### config.mk
export PLATFORM = sky130hd
export DESIGN_NAME = msg_block_ctrl
export DESIGN_NICKNAME = d
export VERILOG_FILES = /design/src/rtl/msg_block_ctrl.sv
export SDC_FILE = /design/constraint.sdc
export NUM_CORES = 1
export LEC_CHECK = 0
export ABC_AREA = 1
export BUFFER_PORTS_ARGS = -buffer_cell sky130_fd_sc_hd__clkbuf_2
export CAP_MARGIN = 10
export CORE_ASPECT_RATIO = 1.1
export CORE_UTILIZATION = 45
export CTS_CLUSTER_DIAMETER = 50
export DETAILED_ROUTE_END_ITERATION = 6
export GPL_ROUTABILITY_DRIVEN = 0
export GPL_TIMING_DRIVEN = 0
export PLACE_DENSITY = 0.75
export RECOVER_POWER = 25
export SLEW_MARGIN = 20
export SYNTH_ARGS = -nofsm -noshare
export SYNTH_HDL_FRONTEND = slang
export SYNTH_SLANG_ARGS = --single-unit
### constraint.sdc
create_clock -name clock -period 2.6 [get_ports clock]
set_input_delay 0.52 -clock clock [delete_from_list [all_inputs] [get_ports clock]]
set_output_delay 0.52 -clock clock [all_outputs]
set_load 0.03 [all_outputs]
### src/rtl/msg_block_ctrl.sv
// rtl/msg_block_ctrl.sv - SHA-256 message fetch, big-endian packing and FIPS 180-4 padding into 512-bit blocks
// Optional feature macro: CTRL_LEN_CHECK_EN (reject oversize lengths with a len_err pulse instead of saturating)
module msg_block_ctrl #(
    parameter int MAX_MSG_BYTES = 119,
    parameter int ADDR_W        = $clog2(MAX_MSG_BYTES),
    parameter int LEN_W         = $clog2(MAX_MSG_BYTES + 1)
) (
    input  logic              clock,
    input  logic              reset,
    input  logic              start,
    input  logic [LEN_W-1:0]  msg_length,
    output logic              mem_rd,
    output logic [ADDR_W-1:0] mem_addr,
    input  logic [7:0]        mem_data,
    output logic              block_valid,
    input  logic              block_ready,
    output logic [511:0]      block_data,
    output logic              block_last,
    output logic              busy,
    output logic              done
`ifdef CTRL_LEN_CHECK_EN
    ,
    output logic              len_err
`endif
);

    localparam logic [2:0] IDLE  = 3'd0;
    localparam logic [2:0] READ  = 3'd1;
    localparam logic [2:0] DRAIN = 3'd2;
    localparam logic [2:0] FILL  = 3'd3;
    localparam logic [2:0] HOLD  = 3'd4;
    localparam logic [2:0] DONE  = 3'd5;

    localparam logic [LEN_W-1:0] MAX_LEN = LEN_W'(MAX_MSG_BYTES);

    logic [2:0]       state;
    logic [LEN_W-1:0] len_q;
    logic [LEN_W-1:0] addr;
    logic [LEN_W-1:0] addr_nxt;
    logic [6:0]       rd_cnt;
    logic [6:0]       p;
    logic             rd_pend;
    logic             pad_done;
    logic             last_q;
    logic [511:0]     blk;
    logic [LEN_W-1:0] len_in;
    logic             len_bad;
    logic             msg_end;
    logic [63:0]      len_field;

`ifdef CTRL_LEN_CHECK_EN
    assign len_in  = msg_length;
    assign len_bad = (msg_length > MAX_LEN);
`else
    assign len_in  = (msg_length > MAX_LEN) ? MAX_LEN : msg_length;
    assign len_bad = 1'b0;
`endif

    assign addr_nxt  = addr + LEN_W'(1);
    assign msg_end   = (addr == len_q);
    assign len_field = {{(61 - LEN_W){1'b0}}, len_q, 3'b000};

    assign mem_rd      = (state == READ);
    assign mem_addr    = mem_rd ? addr[ADDR_W-1:0] : '0;
    assign block_valid = (state == HOLD);
    assign block_data  = blk;
    assign block_last  = last_q;
    assign busy        = (state != IDLE);
    assign done        = (state == DONE);

    always_ff @(posedge clock) begin
        if (reset) begin
            state    <= IDLE;
            len_q    <= '0;
            addr     <= '0;
            rd_cnt   <= '0;
            p        <= '0;
            rd_pend  <= 1'b0;
            pad_done <= 1'b0;
            last_q   <= 1'b0;
            blk      <= '0;
`ifdef CTRL_LEN_CHECK_EN
            len_err  <= 1'b0;
`endif
        end else begin
            rd_pend <= (state == READ);
`ifdef CTRL_LEN_CHECK_EN
            len_err <= 1'b0;
`endif
            // RAM data returns one cycle after the strobe; slot k lives at bits [511-8k -: 8]
            if (rd_pend) begin
                blk[{~p[5:0], 3'b000} +: 8] <= mem_data;
                p                           <= p + 7'd1;
            end

            case (state)
                IDLE: begin
                    if (start && len_bad) begin
`ifdef CTRL_LEN_CHECK_EN
                        len_err <= 1'b1;
`endif
                    end else if (start) begin
                        len_q    <= len_in;
                        addr     <= '0;
                        rd_cnt   <= '0;
                        p        <= '0;
                        blk      <= '0;
                        pad_done <= 1'b0;
                        last_q   <= 1'b0;
                        state    <= (len_in == '0) ? FILL : READ;
                    end
                end
                READ: begin
                    addr   <= addr_nxt;
                    rd_cnt <= rd_cnt + 7'd1;
                    if (addr_nxt == len_q || rd_cnt == 7'd63)
                        state <= DRAIN;
                end
                DRAIN: state <= FILL;
                FILL: begin
                    if (msg_end && !pad_done && p < 7'd64) begin
                        blk[{~p[5:0], 3'b000} +: 8] <= 8'h80;
                        pad_done                    <= 1'b1;
                    end
                    // Length goes in only if the 0x80 marker (new or earlier) leaves bytes 56..63 free
                    if (msg_end && (pad_done || p <= 7'd55)) begin
                        blk[63:0] <= len_field;
                        last_q    <= 1'b1;
                    end
                    state <= HOLD;
                end
                HOLD: begin
                    if (block_ready) begin
                        blk    <= '0;
                        p      <= '0;
                        rd_cnt <= '0;
                        last_q <= 1'b0;
                        if (last_q)
                            state <= DONE;
                        else if (addr < len_q)
                            state <= READ;
                        else
                            state <= FILL;
                    end
                end
                DONE:    state <= IDLE;
                default: state <= IDLE;
            endcase
        end
    end

endmodule

==> impl_table.tex, run 1 <==
\begin{tabular}{lr}
\hline
Metric & Value \\
\hline
\multicolumn{2}{l}{\textbf{Worst setup path}} \\
Timing endpoint of the critical path & block\_data[322] \\
Startpoint type of the worst setup path & register \\
Cell-by-cell listing of the critical path & ha\_2, nand2\_2, nor2\_8, xor2\_4, buf\_4, nand3\_2, nor2\_4, inv\_1, nor2\_4, inv\_1, o21ai\_0, nor2\_1 \\
Type of the setup path with the least slack & register to register \\
Dominant delay contributor by cell family on the critical path & simple AND/OR/NAND/NOR gates \\
Endpoint type of the worst setup path & register \\
Critical path data arrival time & 3.16 ns \\
Number of logic stages on the critical path including buffering & 12 \\
Slack of the worst reg-to-reg path & -0.04 ns \\
Critical path data required time & 3.12 ns \\
Standard cell with the maximum stage delay on the critical path & sky130\_fd\_sc\_hd\_\_dfxtp\_1 \\
Worst r2r dst & block\_data[322] \\
Startpoint of the worst-slack reg-to-reg timing path & p[1] \\
Delay of the slowest cell on the worst path & 0.43 ns \\
Worst-path maximum fanout & 8 \\
Worst path bufs/invs & 3 \\
Critical Path Start & p[1] \\
Cell depth of the worst flop-to-flop path & 12 \\
\multicolumn{2}{l}{\textbf{Synthesis}} \\
Share of the yosys chip area belonging to registers & 47.69\% \\
Area of the mapped netlist & 22920 sq um \\
Fraction of the mapped netlist area in compound gates & 15.24\% \\
Post-Synthesis Net Count & 3179 \\
Share of synthesized cell area in full adder, half adder and majority cells & 0.5459\% \\
Number of synthesized flops with an enable pin & 0 \\
Simple-Gate Fraction of Synth Area & 28.96\% \\
Combinational family with the most area after synthesis & simple AND/OR/NAND/NOR gates \\
Post-Syn Area per Cell & 7.276 sq um \\
\#FFs+latches synth & 546 \\
YS warnings & 0 \\
Distinct cell type count after synthesis & 47 \\
Post-Synthesis Cells & 3150 \\
Fraction of synthesized area in multiplexers & 0.04368\% \\
Share of synthesized registers carrying an async set or reset & 0\% \\
Area share of xor/xnor cells in the synthesized design & 0.4640\% \\
Dominant register cell in the synthesized netlist & sky130\_fd\_sc\_hd\_\_dfxtp\_1 \\
\multicolumn{2}{l}{\textbf{Global route}} \\
Number of global-route vias before repair & 22360 \\
GRT Residual Overflow & 0 \\
Maximum number of pins on one net before global-route repair & 15 \\
Number of antenna violations at the first check in global routing & 3 \\
Wire length of the first global-routing pass & 144100 microns \\
GRT Total Usage & 37.41\% \\
\multicolumn{2}{l}{\textbf{CTS}} \\
CTS Root Buffer Type & sky130\_fd\_sc\_hd\_\_clkbuf\_16 \\
Number of H-tree levels & 2 \\
CTS hold repair buffers & 0 \\
Clock latency at the later pin of the worst-skew pair & 0.64 ns \\
Clock Sink Count & 546 \\
Maximum root-to-sink buffer count & 3 \\
Number of clock buffers inserted by TritonCTS & 61 \\
Clock-pin slew of the registers on the worst-case setup and hold paths & 0.06 ns \\
TritonCTS clock tree & done \\
\multicolumn{2}{l}{\textbf{Place}} \\
Number of input and output port buffers inserted & 540 \\
HPWL Detailed & 73400 microns \\
\multicolumn{2}{l}{\textbf{Flow run}} \\
Number of maximum-capacitance violations & 0 \\
\multicolumn{2}{l}{\textbf{Timing}} \\
Setup TNS Final & -0.2198 ns \\
Relative slew slack & 20.75\% \\
Final critical-path setup slack & -0.03797 ns \\
Setup repair after global routing missed its margin & true \\
Final hold vios & 0 \\
Worst clock skew on the final layout & 0.02244 ns \\
Finish-stage setup viols & 15 \\
Actual slew at the worst max-slew pin & 1.189 ns \\
Highest achievable clock rate & 379.1 MHz \\
Final count of pins violating max slew & 0 \\
Share of the clock period used by the worst path & 101.5\% \\
Time the final worst path needs with I/O delays and setup & 2.638 ns \\
\multicolumn{2}{l}{\textbf{Floorplan}} \\
CORE AREA & 50140 sq um \\
I/O pin count & 543 \\
DIE HEIGHT & 238.7 microns \\
Initial core utilization & 45.71\% \\
Std cell rows & 86 \\
DIE AREA & 51840 sq um \\
Die W & 217.2 microns \\
\multicolumn{2}{l}{\textbf{Drt}} \\
Average wire length per cell after detail routing & 22.69 microns \\
Detailed router's first-iteration violation count & 2750 \\
Routed WL & 102400 microns \\
Detailed-route DRC error count & 7 \\
Number of search-and-repair iterations in the first detailed-routing pass & 7 \\
Per-cell via count in the routed design & 5.680 \\
DRT antenna net count & 0 \\
Count of vias placed by the detailed router & 25640 \\
\multicolumn{2}{l}{\textbf{Hold path}} \\
Worst hold start & msg\_length[3] \\
Min-delay worst type & input pin to register \\
\multicolumn{2}{l}{\textbf{Pwr}} \\
Peak supply drop & 0.0005517 V \\
Cell Pwr Density & 832.2 nW/um\^{}2 \\
Static leakage & 10.93 nW \\
Final Total Pwr & 0.02458 W \\
\multicolumn{2}{l}{\textbf{Finish}} \\
Relative area change from synthesis to final layout & 28.87\% \\
Diode count & 0 \\
Share of final-layout standard cells stronger than drive strength 1 & 18.94\% \\
Count of nets after finishing & 3836 \\
\multicolumn{2}{l}{\textbf{Status}} \\
Violated checks & DRC, setup timing \\
Outcome & complete, but fails checks \\
\hline
\end{tabular}
[worst min path at each step]
| stage | end | cells after the start |
|---|---|---|
| 5_1_grt | len_q[3] | 3 |
| 2_1_floorplan | rd_cnt[6] | 1 |
| 6_report | len_q[3] | 3 |
| 3_5_place_dp | block_data[456] | 2 |
| 4_1_cts | len_q[3] | 3 |
| 3_3_place_gp | block_data[253] | 2 |
[through the flow]
step	cells	setup slack, ns	utilization, %	hold slack [ns]	area (sq um)
after floorplan	3150	0.2888	-	0.4241	22920
after global placement	4350	-0.9456	52.74	0.4305	26450
after detailed placement	4350	-1.004	52.75	0.4342	26450
after CTS	4477	-0.02711	57.72	0.1530	28940
after global routing	4514	-0.1178	58.90	0.1777	29530
final	4514	-0.03797	58.90	0.1608	29530
[flip-flops by register name, indices dropped and copies added (netlist names)]
register,flops
rd_pend,1
p,7
block_last,1
rd_cnt,7
state,3
addr,7
block_data,512
pad_done,1
len_q,7
[worst min-delay path, stage by stage]
cell and delay [ns]:
sky130_fd_sc_hd__clkbuf_2 0.10, sky130_fd_sc_hd__o21ai_0 0.07, sky130_fd_sc_hd__a21oi_1 0.06
[placed cells by master (no fill, tap or decap), types with 6 or more instances in the layout]
master	instances
sky130_fd_sc_hd__inv_2	6
sky130_fd_sc_hd__dfxtp_1	541
sky130_fd_sc_hd__buf_2	20
sky130_fd_sc_hd__buf_6	7
sky130_fd_sc_hd__nand4_1	21
sky130_fd_sc_hd__clkinv_2	8
sky130_fd_sc_hd__nand2_1	710
sky130_fd_sc_hd__nor2_4	58
sky130_fd_sc_hd__nor2_2	10
sky130_fd_sc_hd__ha_1	9
sky130_fd_sc_hd__buf_4	61
sky130_fd_sc_hd__clkbuf_2	300
sky130_fd_sc_hd__clkbuf_1	348
sky130_fd_sc_hd__o21ai_4	11
sky130_fd_sc_hd__clkinvlp_4	9
sky130_fd_sc_hd__nand2_4	9
sky130_fd_sc_hd__nand3_2	13
sky130_fd_sc_hd__o21ai_0	153
sky130_fd_sc_hd__inv_6	8
sky130_fd_sc_hd__a21oi_1	421
sky130_fd_sc_hd__a31oi_1	6
sky130_fd_sc_hd__nor2_1	269
sky130_fd_sc_hd__inv_1	223
sky130_fd_sc_hd__nand2_2	43
sky130_fd_sc_hd__o21ai_2	14
sky130_fd_sc_hd__nor3_1	38
sky130_fd_sc_hd__clkbuf_8	7
sky130_fd_sc_hd__a22oi_1	6
sky130_fd_sc_hd__a211oi_1	8
sky130_fd_sc_hd__nor3b_1	6
sky130_fd_sc_hd__a21oi_2	9
sky130_fd_sc_hd__buf_12	7
sky130_fd_sc_hd__o21ai_1	12
sky130_fd_sc_hd__clkbuf_16	61
sky130_fd_sc_hd__nand3_1	322
sky130_fd_sc_hd__clkbuf_4	16
[cell usage after synthesis (all sizes together), types with 2 or more instances]
cell / n / share of area, %
a211oi: 8 / 0.26
a21oi: 433 / 9.5
a22oi: 6 / 0.20
a31oi: 6 / 0.16
buf: 53 / 1.3
clkbuf: 110 / 1.8
clkinv: 6 / 0.098
dfxtp: 546 / 48
ha: 10 / 0.55
inv: 236 / 3.9
nand2: 763 / 13
nand3: 338 / 7.5
nand4: 21 / 0.57
nor2: 338 / 6.7
nor3: 45 / 1.1
nor3b: 6 / 0.20
o211a: 5 / 0.22
o211ai: 5 / 0.16
o21ai: 190 / 4.3
o21bai: 5 / 0.16
o22ai: 2 / 0.055
or2: 4 / 0.11
xor2: 6 / 0.43
[power breakdown]
group / leakage, nW / total (W) / internal [W] / switching, W
Clock: 0.968 / 0.00872 / 0.00496 / 0.00376
Combinational: 5.56 / 0.00717 / 0.00163 / 0.00554
Sequential: 4.40 / 0.00869 / 0.00853 / 0.000166
[area by class of cell]
| class | count | area (sq um) |
|---|---|---|
| buffer | 162 | 900.9 |
| clock buffer | 83 | 1679 |
| inverter | 242 | 940.9 |
| fill | 4810 | 20610 |
| tap | 660 | 825.8 |
| sequential | 546 | 10940 |
| timing repair buffer | 594 | 2879 |
| timing repair inverter | 1 | 7.507 |
| multi-input combinational | 2199 | 11050 |
| clock inverter | 27 | 309.0 |
[routing by layer]
metal / GRT usage (%) / wire, microns / vias up
met5: 0 / 0 / -
met4: 21.25 / 6537 / 0
met3: 10.04 / 11570 / 346
met2: 58.82 / 45360 / 1670
met1: 46.16 / 38980 / 11950
li1: - / - / 11670
[cells by family (layout without fill, tap and decap cells)]
| family | after synthesis | after routing |
|---|---|---|
| buffers and inverters | 405 | 1109 |
| adders and majority gates | 10 | 10 |
| DFF | 546 | 546 |
| muxes | 1 | 1 |
| xor gates and xnor gates | 7 | 7 |
| AOI/OAI and AO/OA | 663 | 663 |
| and+or+nand+nor | 1518 | 1518 |
[what timing repair did]
| item | in CTS | in global routing |
|---|---|---|
| resized for setup | 104 | 182 |
| endpoints found under the setup margin | 526 | 511 |
| gates cloned | 1 | 0 |
| pin swaps | 12 | 26 |
| setup buffers | 17 | 37 |
Power figures use the tool's default switching activity.
==> run 2: changes to the inputs <==
--- a/config.mk
+++ b/config.mk
@@ -6,15 +6,15 @@
 export NUM_CORES = 1
 export LEC_CHECK = 0
 export ABC_AREA = 1
-export BUFFER_PORTS_ARGS = -buffer_cell sky130_fd_sc_hd__clkbuf_2
 export CAP_MARGIN = 10
 export CORE_ASPECT_RATIO = 1.1
 export CORE_UTILIZATION = 45
 export CTS_CLUSTER_DIAMETER = 50
 export DETAILED_ROUTE_END_ITERATION = 6
+export DONT_BUFFER_PORTS = 1
 export GPL_ROUTABILITY_DRIVEN = 0
 export GPL_TIMING_DRIVEN = 0
-export PLACE_DENSITY = 0.75
+export PLACE_DENSITY = 0.66
 export RECOVER_POWER = 25
 export SLEW_MARGIN = 20
 export SYNTH_ARGS = -nofsm -noshare
==> run 2 against run 1 <==
  * The flow still finishes with violations (DRC, setup timing)
  * Design area shrank 7.7%
  * Sequential power grew 2%
  * Utilization shrank 4.5 points
  * Clock power grew 3.0%
  * Count of clock-buffer cells in the layout shrank 1
  * Hold slack lost 0.096 ns
  * Combinational power shrank 1%
  * First-iteration DRC count shrank 13%
  * Critical path type unchanged
  * Highest routed layer unchanged
==> impl_table.tex, run 2 (same netlist as run 1, synthesis figures left out) <==
\begin{tabular}{lr}
\hline
Metric & Value \\
\hline
\multicolumn{2}{l}{\textbf{Status}} \\
Outcome & complete, but fails checks \\
Violated checks & DRC, setup timing \\
\multicolumn{2}{l}{\textbf{CTS}} \\
Clock Sink Count & 546 (unchanged) \\
Number of clock buffers inserted by TritonCTS & 58 (-4.9\%) \\
Clock latency at the later pin of the worst-skew pair & 0.64 ns (about the same) \\
TritonCTS clock tree & done \\
Maximum root-to-sink buffer count & 3 (unchanged) \\
Clock-pin slew of the registers on the worst-case setup and hold paths & 0.07 ns (about the same) \\
Number of H-tree levels & 2 (unchanged) \\
CTS Root Buffer Type & sky130\_fd\_sc\_hd\_\_clkbuf\_16 \\
\multicolumn{2}{l}{\textbf{Timing}} \\
Share of the clock period used by the worst path & 103.4\% (+1.9 points) \\
Relative slew slack & 18.52\% (-2.2 points) \\
Final critical-path setup slack & -0.08865 ns (-0.05067 ns) \\
Final hold vios & 0 (unchanged) \\
Actual slew at the worst max-slew pin & 1.222 ns (+0.03350 ns) \\
Worst clock skew on the final layout & 0.02615 ns (+0.003708 ns) \\
Highest achievable clock rate & 371.9 MHz (-1.9\%) \\
Final count of pins violating max slew & 0 (unchanged) \\
Setup repair after global routing missed its margin & true \\
Finish-stage setup viols & 36 (+21) \\
Time the final worst path needs with I/O delays and setup & 2.689 ns (+0.05067 ns) \\
\multicolumn{2}{l}{\textbf{Worst setup path}} \\
Critical Path Start & p[0] \\
Cell depth of the worst flop-to-flop path & 13 (+1) \\
Worst path bufs/invs & 4 (+1) \\
Startpoint type of the worst setup path & register \\
Critical path data arrival time & 3.22 ns (+0.06 ns) \\
Number of logic stages on the critical path including buffering & 13 (+1) \\
Slack of the worst reg-to-reg path & -0.09 ns (-0.05 ns) \\
Critical path data required time & 3.14 ns (+0.02 ns) \\
Startpoint of the worst-slack reg-to-reg timing path & p[0] \\
Delay of the slowest cell on the worst path & 0.38 ns (-0.05 ns) \\
Worst-path maximum fanout & 9 (+1) \\
Endpoint type of the worst setup path & register \\
Type of the setup path with the least slack & register to register \\
Dominant delay contributor by cell family on the critical path & simple AND/OR/NAND/NOR gates \\
Cell-by-cell listing of the critical path & ha\_2, nand2\_2, inv\_1, nor2\_4, nand4\_1, buf\_4, buf\_4, nor3\_4, nand2\_2, nand2\_1, nand2\_1, o21ai\_0, inv\_1 \\
Standard cell with the maximum stage delay on the critical path & sky130\_fd\_sc\_hd\_\_dfxtp\_4 \\
\multicolumn{2}{l}{\textbf{Drt}} \\
DRT antenna net count & 0 (unchanged) \\
Routed WL & 103600 microns (+1.2\%) \\
Detailed-route DRC error count & 2 (-5) \\
Number of search-and-repair iterations in the first detailed-routing pass & 7 (unchanged) \\
Average wire length per cell after detail routing & 26.05 microns (+15\%) \\
Count of vias placed by the detailed router & 23610 (-7.9\%) \\
Per-cell via count in the routed design & 5.935 (+4.5\%) \\
Detailed router's first-iteration violation count & 2395 (-13\%) \\
\multicolumn{2}{l}{\textbf{Floorplan}} \\
Initial core utilization & 45.71\% (unchanged) \\
CORE AREA & 50140 sq um (unchanged) \\
DIE HEIGHT & 238.7 microns (unchanged) \\
Std cell rows & 86 (unchanged) \\
DIE AREA & 51840 sq um (unchanged) \\
I/O pin count & 543 (unchanged) \\
Die W & 217.2 microns (unchanged) \\
\multicolumn{2}{l}{\textbf{Finish}} \\
Post-Layout Cell Count & 3978 (-12\%) \\
Leading cell types in the layout, fill and taps excluded & sky130\_fd\_sc\_hd\_\_nand2\_1 (709), sky130\_fd\_sc\_hd\_\_dfxtp\_1 (540), sky130\_fd\_sc\_hd\_\_a21oi\_1 (421) \\
Most common cell after layout, fill and taps aside & sky130\_fd\_sc\_hd\_\_nand2\_1 \\
Share of final-layout standard cells stronger than drive strength 1 & 14.11\% (-4.8 points) \\
Final-layout fill cell count & 4673 (-2.8\%) \\
Utilization of the core after routing & 54.35\% (-4.5 points) \\
Number of flip-flops in the largest register & 512 (unchanged) \\
Count of nets after finishing & 3297 (-14\%) \\
Relative area change from synthesis to final layout & 18.92\% \\
\multicolumn{2}{l}{\textbf{Pwr}} \\
Peak supply drop & 0.0006410 V (+16\%) \\
Final Total Pwr & 0.02493 W (+1.4\%) \\
Static leakage & 9.355 nW (-14\%) \\
Cell Pwr Density & 914.9 nW/um\^{}2 (+9.9\%) \\
\multicolumn{2}{l}{\textbf{Global route}} \\
Number of global-route vias before repair & 21670 (-3.1\%) \\
Wire length of the first global-routing pass & 145300 microns (+0.82\%) \\
Maximum number of pins on one net before global-route repair & 16 (+1) \\
GRT Total Usage & 38.33\% (+0.91 points) \\
Number of antenna violations at the first check in global routing & 4 (+1) \\
GRT Residual Overflow & 0 (unchanged) \\
\multicolumn{2}{l}{\textbf{Hold path}} \\
Min-delay worst type & input pin to register \\
Worst hold start & msg\_length[3] \\
Hold depth & 2 (-1) \\
\multicolumn{2}{l}{\textbf{Place}} \\
Number of input and output port buffers inserted & 0 (-100\%) \\
Cell count after placement & 3810 (-12\%) \\
HPWL Detailed & 74580 microns (+1.6\%) \\
\multicolumn{2}{l}{\textbf{Flow run}} \\
Number of maximum-capacitance violations & 0 (unchanged) \\
\hline
\end{tabular}
run 2: cell types whose count changed in the layout (fill, tap and decap cells not counted), moves of 6 or more:
cell	previous run	this run
sky130_fd_sc_hd__buf_4	61	67
sky130_fd_sc_hd__clkbuf_1	348	81
sky130_fd_sc_hd__clkbuf_2	300	20
sky130_fd_sc_hd__clkbuf_8	7	15
sky130_fd_sc_hd__nand2_2	43	50
sky130_fd_sc_hd__nand2_4	9	3
sky130_fd_sc_hd__nor2_1	269	263
sky130_fd_sc_hd__nor2_2	10	16
run 2: where the power goes:
| part | internal [W] | leakage, nW | total [W] | switching [W] |
|---|---|---|---|---|
| Clock | 0.00529 | 1.02 | 0.00898 | 0.00370 |
| Combinational | 0.00164 | 3.94 | 0.00710 | 0.00546 |
| Sequential | 0.00853 | 4.40 | 0.00885 | 0.000326 |
run 2: final cells by class:
type	instances	area, sq um	share of cell area [%]
Buffer	160	920.9	3.379
Clock inverter	27	367.9	1.350
Multi-Input combinational cell	2200	11030	40.47
Antenna cell	1	2.502	0.009182
Sequential cell	546	10940	40.15
Clock buffer	82	1703	6.248
Tap cell	660	825.8	3.030
Timing Repair Buffer	60	515.5	1.891
Inverter	242	944.7	3.466
run 2: worst paths after layout:
check	endpoint
setup reg to reg	block_data[343]
hold / removal	len_q[3]
hold reg to reg	rd_cnt[6]
setup / recovery	block_data[343]
run 2: worst register-to-register path: cells and delay by family, from the launching register on:
kind            cells  cell delay, ns
flops               1            0.38
simple gates        7            1.27
compound gates      1            0.16
fa+ha+maj           1            0.22
buf+inv             4            0.55
run 2: layer usage:
layer  track usage, %  wire length (microns)  vias up
li1                 -                      -    10610
met1            44.94                  37340    11110
met2            61.45                  46750     1530
met3            12.44                  12830      355
met4            21.75                   6714        0
met5                0                      0        -
run 2: what timing repair did:
action                                  4_1_cts  5_1_grt
pin swaps                                    11       31
resized for setup                           141      151
cloned                                        1        1
endpoints found under the setup margin      529      516
hold buffers                                  1        0
setup buffers                                15       43
endpoints found under the hold margin         1        0
run 2: through the flow:
stage	cell area (sq um)	setup TNS (ns)	hold slack [ns]	worst slack [ns]
after CTS	26430	-0.03493	0.04301	-0.01587
after global routing	27250	-6.481	0.06386	-0.1931
final	27250	-1.427	0.06528	-0.08865
after detailed placement	23750	-246.92	0.4591	-1.089
after floorplan	22920	0	0.4241	0.2888
after global placement	23740	-224.05	0.4433	-1.015
